==> config.mk <==
export PLATFORM = sky130hd
export DESIGN_NAME = axi_line_master
export DESIGN_NICKNAME = d
export VERILOG_FILES = /design/src/rtl/axi_line_pkg.sv /design/src/rtl/axi_line_master.sv
export SDC_FILE = /design/constraint.sdc
export NUM_CORES = 1
export LEC_CHECK = 0
export ABC_AREA = 1
export CAP_MARGIN = 20
export CORE_MARGIN = 5
export CORE_UTILIZATION = 38
export CTS_CLUSTER_DIAMETER = 60
export DETAILED_ROUTE_END_ITERATION = 8
export PLACE_DENSITY = 0.95
export SKIP_CTS_REPAIR_TIMING = 1
export SYNTH_ARGS = -nofsm -noshare
export SYNTH_HDL_FRONTEND = slang
export SYNTH_SLANG_ARGS = --single-unit
==> constraint.sdc <==
create_clock -name clk -period 3.8 [get_ports clk]
set_clock_uncertainty 0.2 [all_clocks]
set_input_delay 0.57 -clock clk [delete_from_list [all_inputs] [get_ports clk]]
set_output_delay 0.57 -clock clk [all_outputs]
set_load 0.01 [all_outputs]
==> src/rtl/axi_line_pkg.sv <==
// axi_line_pkg: shared types and helpers for the AXI line master
package axi_line_pkg;
  typedef enum logic [2:0] {S_IDLE, S_AR, S_R, S_AW, S_W, S_B} state_t;
  localparam logic [1:0] RESP_OKAY = 2'b00;
  function automatic logic [7:0] burst_len(input int words);
    return 8'(words - 1);
  endfunction
endpackage

==> src/rtl/axi_line_master.sv <==
// axi_line_master: moves one cache line per request over an AXI4 INCR burst
module axi_line_master
  import axi_line_pkg::*;
#(
  parameter int LINE_WORDS = 4,
  parameter int ADDR_W = 32,
  parameter int DATA_W = 32,
  localparam int IW = $clog2(LINE_WORDS)
) (
  input  logic              clk,
  input  logic              reset,
  input  logic              req_start,
  input  logic              req_wr,
  input  logic [ADDR_W-1:0] req_addr,
  output logic              busy,
  output logic              done,
  output logic              err,
  output logic              rd_word_valid,
  output logic [IW-1:0]     rd_word_idx,
  output logic [DATA_W-1:0] rd_word,
  output logic [IW-1:0]     wr_word_idx,
  input  logic [DATA_W-1:0] wr_word,
  output logic [ADDR_W-1:0] AWADDR,
  output logic [7:0]        AWLEN,
  output logic              AWVALID,
  input  logic              AWREADY,
  output logic [DATA_W-1:0] WDATA,
  output logic              WVALID,
  output logic              WLAST,
  input  logic              WREADY,
  input  logic [1:0]        BRESP,
  input  logic              BVALID,
  output logic              BREADY,
  output logic [ADDR_W-1:0] ARADDR,
  output logic [7:0]        ARLEN,
  output logic              ARVALID,
  input  logic              ARREADY,
  input  logic [DATA_W-1:0] RDATA,
  input  logic              RLAST,
  input  logic              RVALID,
  output logic              RREADY
);
  localparam logic [IW-1:0] LAST = IW'(LINE_WORDS - 1);
  localparam logic [ADDR_W-1:0] OFF_MASK = ADDR_W'(LINE_WORDS * 4 - 1);
  state_t state_q, state_d;
  logic [IW-1:0] cnt_q, cnt_d, rdi_q, rdi_d;
  logic [ADDR_W-1:0] addr_q, addr_d;
  logic [7:0] len_q, len_d;
  logic [DATA_W-1:0] rdw_q, rdw_d;
  logic err_q, err_d, done_q, done_d, rdv_q, rdv_d;
  logic last;
  assign last = cnt_q == LAST;
  assign busy = state_q != S_IDLE;
  assign done = done_q;
  assign err = err_q;
  assign rd_word_valid = rdv_q;
  assign rd_word_idx = rdi_q;
  assign rd_word = rdw_q;
  assign wr_word_idx = cnt_q;
  assign ARADDR = addr_q;
  assign AWADDR = addr_q;
  assign ARLEN = len_q;
  assign AWLEN = len_q;
  assign ARVALID = state_q == S_AR;
  assign RREADY = state_q == S_R;
  assign AWVALID = state_q == S_AW;
  assign WVALID = state_q == S_W;
  assign BREADY = state_q == S_B;
  assign WLAST = (state_q == S_W) && last;
  assign WDATA = wr_word;
  // Next-state, beat counting and status for one line transfer
  always_comb begin
    state_d = state_q;
    cnt_d = cnt_q;
    addr_d = addr_q;
    len_d = len_q;
    err_d = err_q;
    done_d = 1'b0;
    rdv_d = 1'b0;
    rdw_d = rdw_q;
    rdi_d = rdi_q;
    case (state_q)
      S_IDLE: if (req_start) begin
        state_d = req_wr ? S_AW : S_AR;
        addr_d = req_addr & ~OFF_MASK;
        len_d = burst_len(LINE_WORDS);
        err_d = 1'b0;
        cnt_d = '0;
      end
      S_AR: state_d = ARREADY ? S_R : S_AR;
      S_R: if (RVALID) begin
        rdv_d = 1'b1;
        rdw_d = RDATA;
        rdi_d = cnt_q;
        cnt_d = cnt_q + 1'b1;
        err_d = err_q | (RLAST != last);
        state_d = last ? S_IDLE : S_R;
        done_d = last;
      end
      S_AW: state_d = AWREADY ? S_W : S_AW;
      S_W: if (WREADY) begin
        cnt_d = cnt_q + 1'b1;
        state_d = last ? S_B : S_W;
      end
      S_B: if (BVALID) begin
        err_d = BRESP != RESP_OKAY;
        done_d = 1'b1;
        state_d = S_IDLE;
      end
      default: state_d = S_IDLE;
    endcase
  end
  // State and output registers, cleared asynchronously
  always_ff @(posedge clk or posedge reset) begin
    if (reset) begin
      state_q <= S_IDLE;
      cnt_q <= '0;
      addr_q <= '0;
      len_q <= '0;
      err_q <= 1'b0;
      done_q <= 1'b0;
      rdv_q <= 1'b0;
      rdw_q <= '0;
      rdi_q <= '0;
    end else begin
      state_q <= state_d;
      cnt_q <= cnt_d;
      addr_q <= addr_d;
      len_q <= len_d;
      err_q <= err_d;
      done_q <= done_d;
      rdv_q <= rdv_d;
      rdw_q <= rdw_d;
      rdi_q <= rdi_d;
    end
  end
endmodule

== Word level (Yosys, flattened, before mapping) ==
Cells that the tools add are included.

* Add/sub/neg operators: 1
* Equality and inequality tests: 11
* Mux-type cells: 23
* Bitwise logic cells: 1
* Reductions and logical operators: 11

{| class="wikitable"
|+ Operators by type and width
! operator !! count
|-
| case mux 3 bit (6 select lines) || 1
|-
| 2-to-1 mux 3 bit || 5
|-
| 2-to-1 mux 2 bit || 6
|-
| AND reduction 4 bit || 3
|-
| nonzero test 3 bit || 3
|-
| 2-to-1 mux 1 bit || 8
|-
| == test 3 x 2 -> 1 bit, second input constant || 2
|-
| == test 3 bit, second input constant || 2
|-
| inequality test 2 bit, second input constant || 3
|-
| case mux 2 bit (3 select lines) || 1
|-
| AND reduction 2 bit || 2
|-
| == test 3 x 1 -> 1 bit, second input constant || 1
|-
| zero test 3 bit || 1
|-
| case mux 1 bit (3 select lines) || 1
|-
| adder 2 x 1 -> 2 bit, second input constant || 1
|-
| == test 2 bit, second input constant || 1
|-
| inequality test 2 x 1 -> 1 bit, second input constant || 1
|-
| case mux 1 bit (2 select lines) || 1
|-
| nonzero test 2 bit || 1
|-
| logical AND 1 bit || 1
|-
| inequality test 1 bit || 1
|-
| OR 1 bit || 1
|}

* Register bits: 71
* Bits of input ports: 108
* Output and inout port bits: 158
* Word-level logic and storage cells: 56

== Logic depth before layout (Yosys ltp) ==
Gate-level depths: netlist of run 1.

* Depth in word-level cells: 5
* Mapped depth: 9
* Gate-level depth less buffers: 8

== Worst setup path after synthesis of run 1 ==
No wires, ideal clock.

* Path type: reg2out
* Start point: register state_q[0]
* End point: output port busy
* Arrival time: 998 ps
* Setup slack: 2032 ps
* Stages on the path, launching flop included: 7
* Buffers on the path: 2
* Path through: dfrtp_1 > buf_6 > nor2_8 > inv_2 > nor2_4 > buf_2 > inv_1

* Word-level cells in the longest chain between the ends: 1

{| class="wikitable"
|+ RTL lines
! what !! RTL line !! text
|-
| start, declared || axi_line_master.sv:45 || <nowiki>state_t state_q, state_d;</nowiki>
|-
| start signal, assigned || axi_line_master.sv:126 || <nowiki>state_q <= state_d;</nowiki>
|-
| nonzero test 3 bit || axi_line_master.sv:53 || <nowiki>assign busy = state_q != S_IDLE;</nowiki>
|-
| end, declared || axi_line_master.sv:15 || <nowiki>output logic busy,</nowiki>
|}

No other way between the ends.

== Worst setup path in the final report of run 1 ==
Same ends and word-level chain as after synthesis.

==> summary.txt, run 1 <==
Clock latency on the worst-skew pair: 0.33 ns
Top post-synthesis cells by area: dfrtp_1, nand2_1, buf_4, nand3_1, buf_6
Max Fanout on Critical Path: 30
VDD IR max: 0.0003588 V
RSZ-0062 raised after global routing: false
Final #Nets: 669
Tmin final: 2.824 ns
Mapped cell area: 0.003705 sq mm
I/O pins: 266
Synth-to-layout area growth: 40.76%
Core Region: 0.009639 sq mm
Clock power frac: 16.1%
TNS Setup: 0 ns
Startpoint types: flop
FP Rows: 36
Final worst slack: 0.9764 ns
Status: completed
Die Y: 108.7 um
Yosys warnings: 0
Top post-synthesis cells by count: nand2_1, buf_4, dfrtp_1, nand3_1, inv_1
P_int: 2.637 mW
Grt met1 use: 18.58%
Final Hold Violating Endpoints: 0
Via count: 3105
Die X: 108.7 um
Setup violators final: 0
H-tree levels: 3
Met3 Usage GRT: 7.223%
Post-route ant nets: 0
GP Congestion: 0.8312
Fmax: 0.3542 GHz
Power density cells: 810.2 mW/mm^2
Number of enable flip-flop cells after synthesis: 0
Sequential area share after synthesis: 47.96%
First-pass GRT wire length: 15120 um
Initial antenna violation count: 0
Leak Pwr: 2.590 nW
Leading area contributor after synthesis: dfrtp_1
Via/cell ratio: 4.448
CTS tree: built
Main flop type after synthesis: dfrtp_1
Gr ovfl total: 0
Slew @ Worst Pin: 0.8909 ns
Cell with the most instances after synthesis: nand2_1
Mapped Cells: 451
Starting Density: 38.43%
DR pass1 iterations: 4
CTS Buf Count: 9
Worst slack at placement: 1.351 ns
CP Capture Type: primary output
Combinational Power Share: 51.1%
CTS clock-pin slew for the worst setup and hold paths: 0.08 ns
Die ar.: 0.01182 sq mm
Top-area cell type share of the netlist area: 47.96%
# fillers: 884
CP Data Required Time: 3.03 ns
Met2 usage: 26.30%
Antenna Diode Count: 0
Longest Clk Path Bufs: 2
Async S/R FF share, synth: 100.0%
Number of max-cap violations: 0
Max-Slew Margin vs Limit: 40.46%
Final HPWL DP: 7637 um
Max-slew violations: 0
DRC: 0
Clk sink count: 71
Synth cell types: 23
Worst Hold Class: reg2reg
Critical path type: reg2out
Switching power: 1.588 mW
Vias in the first global route: 3111
CTS Root Cell: clkbuf_8
Layout cell share with drive strength beyond 1: 5.133%
WL per Instance: 13.96 um
Largest net degree at the start of global routing: 38
Port Buf Inserts: 177
CP arrival: 2.05 ns
Switch share: 37.59%
Routed wire length: 9742 um
Seq pwr share: 32.8%
GRT Overall Usage: 16.24%
Synthesized flop and latch total: 71
GR peak layer: met2
Initial drt markers: 220
Period utilisation layout: 74.31%
Syn_area_per_cell: 8.215 sq um
==> cells in the final DEF, fill, tap and decap left out, types with 4 or more instances in the layout <==
master	count
clkbuf_8	11
clkdlybuf4s50_1	177
conb_1	20
dfrtp_1	71
inv_1	19
inv_2	4
nand2_1	197
nand3_1	34
nor2_1	7
o21ai_0	4
==> stage by stage <==
stage,area [sq um],cells,utilization (%),power [mW],hold slack (ns)
floorplan,3776,470,-,2.603,0.3140
global placement,4984,682,51.70,3.473,0.2610
detailed placement,4984,682,51.70,3.573,0.2641
CTS,5215,698,54.10,4.276,0.2849
global route,5215,698,54.10,4.548,0.2928
finish,5215,698,54.10,4.225,0.2790
==> path summary, 6_finish.rpt <==
check,slack (ns),start,to,depth (start not counted)
worst max-delay path,0.98,state_q[0],busy,6
worst min-delay path,0.28,rd_word[17],rd_word[17],2
worst max register to register,1.37,state_q[0],ARADDR[11],7
worst min register to register,0.28,rd_word[17],rd_word[17],2
max in group asynchronous,2.26,reset,rd_word[15],3
min in group asynchronous,0.47,reset,ARADDR[17],2
==> cells by family after synthesis <==
logic type	share of synthesized area, %
fa+ha+maj	0.3377
buf+inv	23.00
other cells	0.1012
flops	47.96
simple gates	27.76
compound gates	0.8443
==> critical path: stages (launching register included) <==
cell,delay [ns]
dfrtp_1,0.55
nor2_8,0.20
inv_2,0.06
nor2_4,0.06
buf_4,0.30
inv_1,0.07
clkdlybuf4s50_1,0.48
==> power by group through the flow <==
| stage | clock network (mW) | registers [mW] | logic, mW |
|---|---|---|---|
| after floorplan | 0 | 1.47 | 1.14 |
| after global placement | 0 | 1.37 | 2.10 |
| after detailed placement | 0 | 1.40 | 2.18 |
| after CTS | 0.705 | 1.39 | 2.18 |
| after global routing | 0.739 | 1.44 | 2.37 |
| final | 0.680 | 1.39 | 2.16 |
==> registers in the layout, indices dropped and copies added, names as in the netlist <==
register	count
rd_word	32
ARADDR	28
state_q	3
rd_word_idx	2
wr_word_idx	2
ARLEN	1
done	1
err	1
rd_word_valid	1
==> routing by layer <==
metal,share of wire [%],wire length (um),vias to the layer above
met4,2.1,208,0
met5,0,0,-
met3,14,1320,19
met2,46,4529,179
li1,-,-,1488
met1,38,3684,1419
==> cell type report <==
type	instances	area (sq um)	share of cell area (%)
Sequential cell	71	1777	34.07
Clock inverter	5	80.08	1.536
Clock buffer	11	151.4	2.903
Tap cell	133	166.4	3.191
Multi-Input combinational cell	275	1147	22.00
Inverter	23	86.33	1.655
Timing Repair Buffer	180	1807	34.64
No activity file was read; power rests on OpenSTA's default activity.
==> run 2, diff against run 1 <==
CORE_UTILIZATION = 32   (was 38)
PLACE_DENSITY = 0.86   (was 0.95)
clock period = 2.3 ns   (was 3.8 ns; I/O delays follow)
==> run 2 against run 1 <==
Net effect:
- hold slack got worse by 0.0033 ns
- via count grew 0.97%
- combinational power rose by 69%
- die area grew 17%
- register-to-register slack got worse by 0.97 ns
- final cell count increased by 2.7%
- core utilization down 6.5 points
- first-iteration DRC count down 13%
- cell area up 3.8%
==> summary.txt, run 2 (same netlist as run 1, synthesis figures left out) <==
Status: completed (unchanged)
CP Data Required Time: 1.75 ns (was 3.03 ns)
GRT Overall Usage: 13.80% (was 16.24%)
Gr ovfl total: 0 (unchanged)
Fmax: 0.4586 GHz
Initial antenna violation count: 0 (unchanged)
Number of max-cap violations: 0 (unchanged)
Largest register FFs: 32 (unchanged)
Die ar.: 0.01383 sq mm (was 0.01182 sq mm)
Max-slew violations: 0 (unchanged)
H-tree levels: 3 (unchanged)
Final Hold Violating Endpoints: 0 (unchanged)
DP Area: 0.005047 sq mm (was 0.004984 sq mm)
Max Fanout on Critical Path: 6 (was 30)
Power density cells: 1374 mW/mm^2 (was 810.2 mW/mm^2)
CP Capture Type: primary output (unchanged)
Fin Hold WS: 0.2758 ns (was 0.2790 ns)
Worst Hold Class: reg2reg (unchanged)
Reg2Reg Setup Slack: 0.40 ns (was 1.37 ns)
Final instance area: 0.005411 sq mm (was 0.005215 sq mm)
DR pass1 iterations: 4 (unchanged)
Commonest non-fill, non-tap cell in the layout: nand2_1 (unchanged)
Via count: 3135 (was 3105)
VDD IR max: 0.0007581 V (was 0.0003588 V)
First-pass GRT wire length: 15680 um (was 15120 um)
FF-to-FF path depth: 8 (was 7)
Period utilisation layout: 94.81%
Startpoint types: flop (unchanged)
Dpl cells: 700 (was 682)
Leak Pwr: 2.755 nW (was 2.590 nW)
Post-route ant nets: 0 (unchanged)
Hold Path Stages: 2 (unchanged)
Setup violators final: 0 (unchanged)
Final #Nets: 678 (was 669)
Clock latency on the worst-skew pair: 0.32 ns (was 0.33 ns)
Core Region: 0.01137 sq mm (was 0.009639 sq mm)
CP arrival: 1.64 ns (was 2.05 ns)
CTS tree: built (unchanged)
Hold Startpoint: rd_word_idx[0] (was rd_word[17])
CTS clock-pin slew for the worst setup and hold paths: 0.06 ns (was 0.08 ns)
Largest net degree at the start of global routing: 38 (unchanged)
Port Buf Inserts: 177 (unchanged)
DRC: 0 (unchanged)
CTS Buf Count: 9 (unchanged)
CTS Root Cell: clkbuf_16 (was clkbuf_8)
Layout cell share with drive strength beyond 1: 7.491% (was 5.133%)
Synth-to-layout area growth: 46.07% (was 40.76%)
FP Rows: 39 (was 36)
Worst reg2reg path endpoint: ARADDR[23] (was ARADDR[11])
Starting Density: 32.59% (was 38.43%)
Post-route insts no fill: 717 (was 698)
# fillers: 1030 (was 884)
WL per Instance: 13.85 um (was 13.96 um)
Clk sink count: 71 (unchanged)
I/O pins: 266 (unchanged)
TNS Setup: 0 ns (unchanged)
GP Congestion: 0.8240 (was 0.8312)
Worst flop-to-flop path startpoint: state_q[0] (unchanged)
Via/cell ratio: 4.372 (was 4.448)
Worst hold endpoint: rd_word_idx[0] (was rd_word[17])
Initial drt markers: 191 (was 220)
Tmin final: 2.181 ns
Final HPWL DP: 7490 um (was 7637 um)
Die Y: 117.6 um (was 108.7 um)
Antenna Diode Count: 0 (unchanged)
Die X: 117.6 um (was 108.7 um)
RSZ-0062 raised after global routing: false (unchanged)
Fin util: 47.60% (was 54.10%)
Most frequent cells in the layout: nand2_1, clkdlybuf4s50_1, dfrtp_1 (unchanged)
Critical path type: reg2out (unchanged)
Longest Clk Path Bufs: 2 (unchanged)
Vias in the first global route: 3141 (was 3111)
Routed wire length: 9934 um (was 9742 um)
[run 2: cell count changes in the layout (fill, tap and decap cells not counted)]
cell             before  now
buf_4                 2   12
clkbuf_16             0    9
clkbuf_8             11    2
clkdlybuf4s50_1     177  171
dlymetal6s2s_1        0    6
dfrtp_1              71   68
dfrtp_2               0    3
buf_12                1    0
clkinvlp_4            2    3
ha_1                  1    0
ha_2                  0    1
inv_2                 4    3
nand2_1             197  196
nand2_2               1    2
[run 2: cell type report]
cell class	instances	area, sq um	share of cell area [%]
clock inverter	5	80.08	1.480
clock buffer	11	252.7	4.671
inverter	23	90.09	1.665
sequential	71	1780	32.90
timing repair buffer	189	1877	34.68
tap	143	178.9	3.306
multi-input combinational	275	1152	21.29
[run 2: metrics by stage]
stage / total power [mW] / setup WS [ns]
finish: 7.434 / 0.1194
CTS: 7.528 / -0.1315
detailed placement: 5.950 / 0.2359
floorplan: 4.301 / 0.7569
global placement: 5.849 / 0.2587
global route: 7.956 / 0.03363
[run 2: critical path, cell delays in order, from the launching register on]
cell and delay, ns:
dfrtp_2 0.46, nor2_8 0.17, nand2_2 0.09, inv_1 0.06, clkdlybuf4s50_1 0.52
[run 2: power by group]
part | total, mW | internal [mW] | switching, mW
Combinational | 3.64 | 1.92 | 1.72
Clock | 1.54 | 1.01 | 0.530
Sequential | 2.26 | 1.83 | 0.435
Total | 7.43 | 4.75 | 2.68
[run 2: how the worst max path moves through the flow]
stage | slack [ns] | endpoint | cells after the start | from
after detailed placement | 0.24 | ARVALID | 4 | state_q[0]
after global routing | 0.03 | WVALID | 4 | state_q[0]
final | 0.12 | WVALID | 4 | state_q[0]
after CTS | -0.13 | ARVALID | 4 | state_q[0]
after floorplan | 0.76 | busy | 6 | state_q[0]
after global placement | 0.26 | ARVALID | 4 | state_q[0]
[run 2: metal layers]
| layer | part of all wire (%) | GRT usage [%] |
|---|---|---|
| met1 | 39 | 15.67 |
| met2 | 47 | 22.60 |
| met3 | 12 | 5.286 |
| met4 | 3.1 | 6.953 |
| met5 | 0 | 0 |
==> run 3, diff against run 2 <==
CORE_AREA = 5 5 100 102   (was not set)
CORE_MARGIN = not set   (was 5)
CORE_UTILIZATION = not set   (was 32)
CTS_CLUSTER_SIZE = 28   (was not set)
DIE_AREA = 0 0 105 107   (was not set)
DONT_BUFFER_PORTS = 1   (was not set)
PLACE_DENSITY = 0.66   (was 0.86)
SETUP_SLACK_MARGIN = 0.02   (was not set)
==> run 3 against run 2 <==
Net effect:
- die area decreased by 19%
- power down 29%
- largest power group is now registers
- critical path type is now reg2reg
- sequential cell count did not move
- clock power shrank 41%
- highest routed layer unchanged
==> summary.txt, run 3 (same netlist as run 1, synthesis figures left out) <==
FP Rows: 35 (was 39)
Layout cell share with drive strength beyond 1: 6.725% (was 7.491%)
Worst Hold Class: in2reg (was reg2reg)
# fillers: 845 (was 1030)
Die Y: 107 um (was 117.6 um)
Leak Pwr: 2.169 nW (was 2.755 nW)
Setup violators final: 0 (unchanged)
Number of max-cap violations: 0 (unchanged)
Fmax: 0.4643 GHz (was 0.4586 GHz)
Tmin final: 2.154 ns (was 2.181 ns)
Worst slack at placement: 0.4204 ns (was 0.2359 ns)
DRC: 0 (unchanged)
Via/cell ratio: 4.783 (was 4.372)
Max-Slew Margin vs Limit: 49.71%
Max Fanout on Critical Path: 14 (was 6)
Worst hold endpoint: state_q[0] (was rd_word_idx[0])
Die ar.: 0.01124 sq mm (was 0.01383 sq mm)
Worst reg2reg path endpoint: ARADDR[20] (was ARADDR[23])
TNS Setup: 0 ns (unchanged)
Via count: 2736 (was 3135)
RSZ-0062 raised after global routing: false (unchanged)
CTS Buf Count: 9 (unchanged)
DR pass1 iterations: 5 (was 4)
Antenna Diode Count: 0 (unchanged)
CP Capture Type: flop (was primary output)
Dpl cells: 485 (was 700)
Final #Nets: 565 (was 678)
Slew @ Worst Pin: 0.7519 ns
Status: completed (unchanged)
WL per Instance: 15.39 um (was 13.85 um)
Final Hold Violating Endpoints: 0 (unchanged)
Initial antenna violation count: 0 (unchanged)
Period utilisation layout: 93.64% (was 94.81%)
Final HPWL DP: 5549 um (was 7490 um)
Core Region: 0.009021 sq mm (was 0.01137 sq mm)
I/O pins: 266 (unchanged)
Synth-to-layout area growth: 10.60% (was 46.07%)
Gr ovfl total: 0 (unchanged)
Largest net degree at the start of global routing: 41 (was 38)
Clock latency on the worst-skew pair: 0.34 ns (was 0.32 ns)
CP max stage cell: dlygate4sd3_1 (was clkdlybuf4s50_1)
Port Buf Inserts: 0 (was 177)
CTS Root Cell: clkbuf_8 (was clkbuf_16)
Startpoint types: flop (unchanged)
Critical-path cell list: nor2_8, inv_2, nor2_4, nand3_1, dlygate4sd3_1, nand2_1 (was nor2_8, nand2_2, inv_1, clkdlybuf4s50_1)
VDD IR max: 0.0005180 V (was 0.0007581 V)
Hold Startpoint: BVALID (was rd_word_idx[0])
CP Data Required Time: 2.37 ns (was 1.75 ns)
Longest Clk Path Bufs: 2 (unchanged)
Biggest cell delay along the critical path: 0.59 ns (was 0.52 ns)
CP arrival: 2.22 ns (was 1.64 ns)
Routed wire length: 8805 um (was 9934 um)
Post-route ant nets: 0 (unchanged)
H-tree levels: 3 (unchanged)
Commonest non-fill, non-tap cell in the layout: nand2_1 (unchanged)
Final worst slack: 0.1463 ns (was 0.1194 ns)
CTS clock-pin slew for the worst setup and hold paths: 0.08 ns (was 0.06 ns)
GRT Overall Usage: 13.31% (was 13.80%)
Initial drt markers: 231 (was 191)
Critical path type: reg2reg (was reg2out)
Worst flop-to-flop path startpoint: state_q[0] (unchanged)
Vias in the first global route: 2353 (was 3141)
First-pass GRT wire length: 11980 um (was 15680 um)
Clk sink count: 71 (unchanged)
CTS tree: built (unchanged)
Hold Path Stages: 3 (was 2)
Starting Density: 41.07% (was 32.59%)
FF-to-FF path depth: 6 (was 8)
Power density cells: 1287 mW/mm^2 (was 1374 mW/mm^2)
Most frequent cells in the layout: nand2_1, dfrtp_1, dlygate4sd3_1 (was nand2_1, clkdlybuf4s50_1, dfrtp_1)
GP Congestion: 0.7891 (was 0.8240)
Max-slew violations: 0 (unchanged)
Largest register FFs: 32 (unchanged)
DP Area: 0.003203 sq mm (was 0.005047 sq mm)
Final instance area: 0.004098 sq mm (was 0.005411 sq mm)
Reg2Reg Setup Slack: 0.15 ns (was 0.40 ns)
Die X: 105 um (was 117.6 um)
Post-route insts no fill: 572 (was 717)
-- run 3: power by group --
part | internal, mW | leakage, nW | switching (mW)
sequential | 1.81 | 0.889 | 0.986
clock | 0.409 | 0.0848 | 0.504
combinational | 0.597 | 1.20 | 0.964
total | 2.82 | 2.17 | 2.45
-- run 3: per-layer routing --
layer / part of all wire [%] / GRT usage (%) / up-vias
met1: 38 / 14.37 / 1264
li1: - / - / 1277
met4: 1.9 / 5.388 / 0
met5: 0 / 0 / -
met3: 9.8 / 6.321 / 20
met2: 50 / 22.44 / 175
-- run 3: layout make-up --
| class | instances | area (sq um) | share of cell area (%) |
|---|---|---|---|
| inverters | 23 | 90.09 | 2.198 |
| flip-flops and latches | 71 | 1777 | 43.36 |
| clock inverters | 7 | 60.06 | 1.466 |
| multi-input cells | 275 | 1147 | 28.00 |
| repair buffers | 76 | 760.7 | 18.56 |
| well taps | 111 | 138.9 | 3.389 |
| clock buffers | 9 | 123.9 | 3.023 |
-- run 3: worst max path at each step --
stage	startpoint	end	slack (ns)	cells past startpoint
CTS	state_q[0]	busy	0.14	4
global placement	state_q[0]	ARADDR[7]	0.46	7
detailed placement	state_q[0]	ARADDR[30]	0.42	7
global route	state_q[0]	ARADDR[20]	0.002	6
finish	state_q[0]	ARADDR[20]	0.15	6
floorplan	state_q[0]	busy	0.76	6
-- run 3: critical path: cells and delay by family, from the launching register on --
family,cells,cell delay (ns)
AND/OR/NAND/NOR,4,0.69
flip-flops,1,0.54
buffers and inverters,2,0.65
-- run 3: per-stage QoR --
step	hold WS [ns]	utilization (%)	total power, mW
2_1_floorplan	0.2546	-	4.301
3_3_place_gp	0.1596	35.51	4.168
3_5_place_dp	0.1702	35.51	4.229
4_1_cts	-0.2287	37.55	5.176
5_1_grt	0.01210	45.42	5.737
6_report	0.02098	45.42	5.272
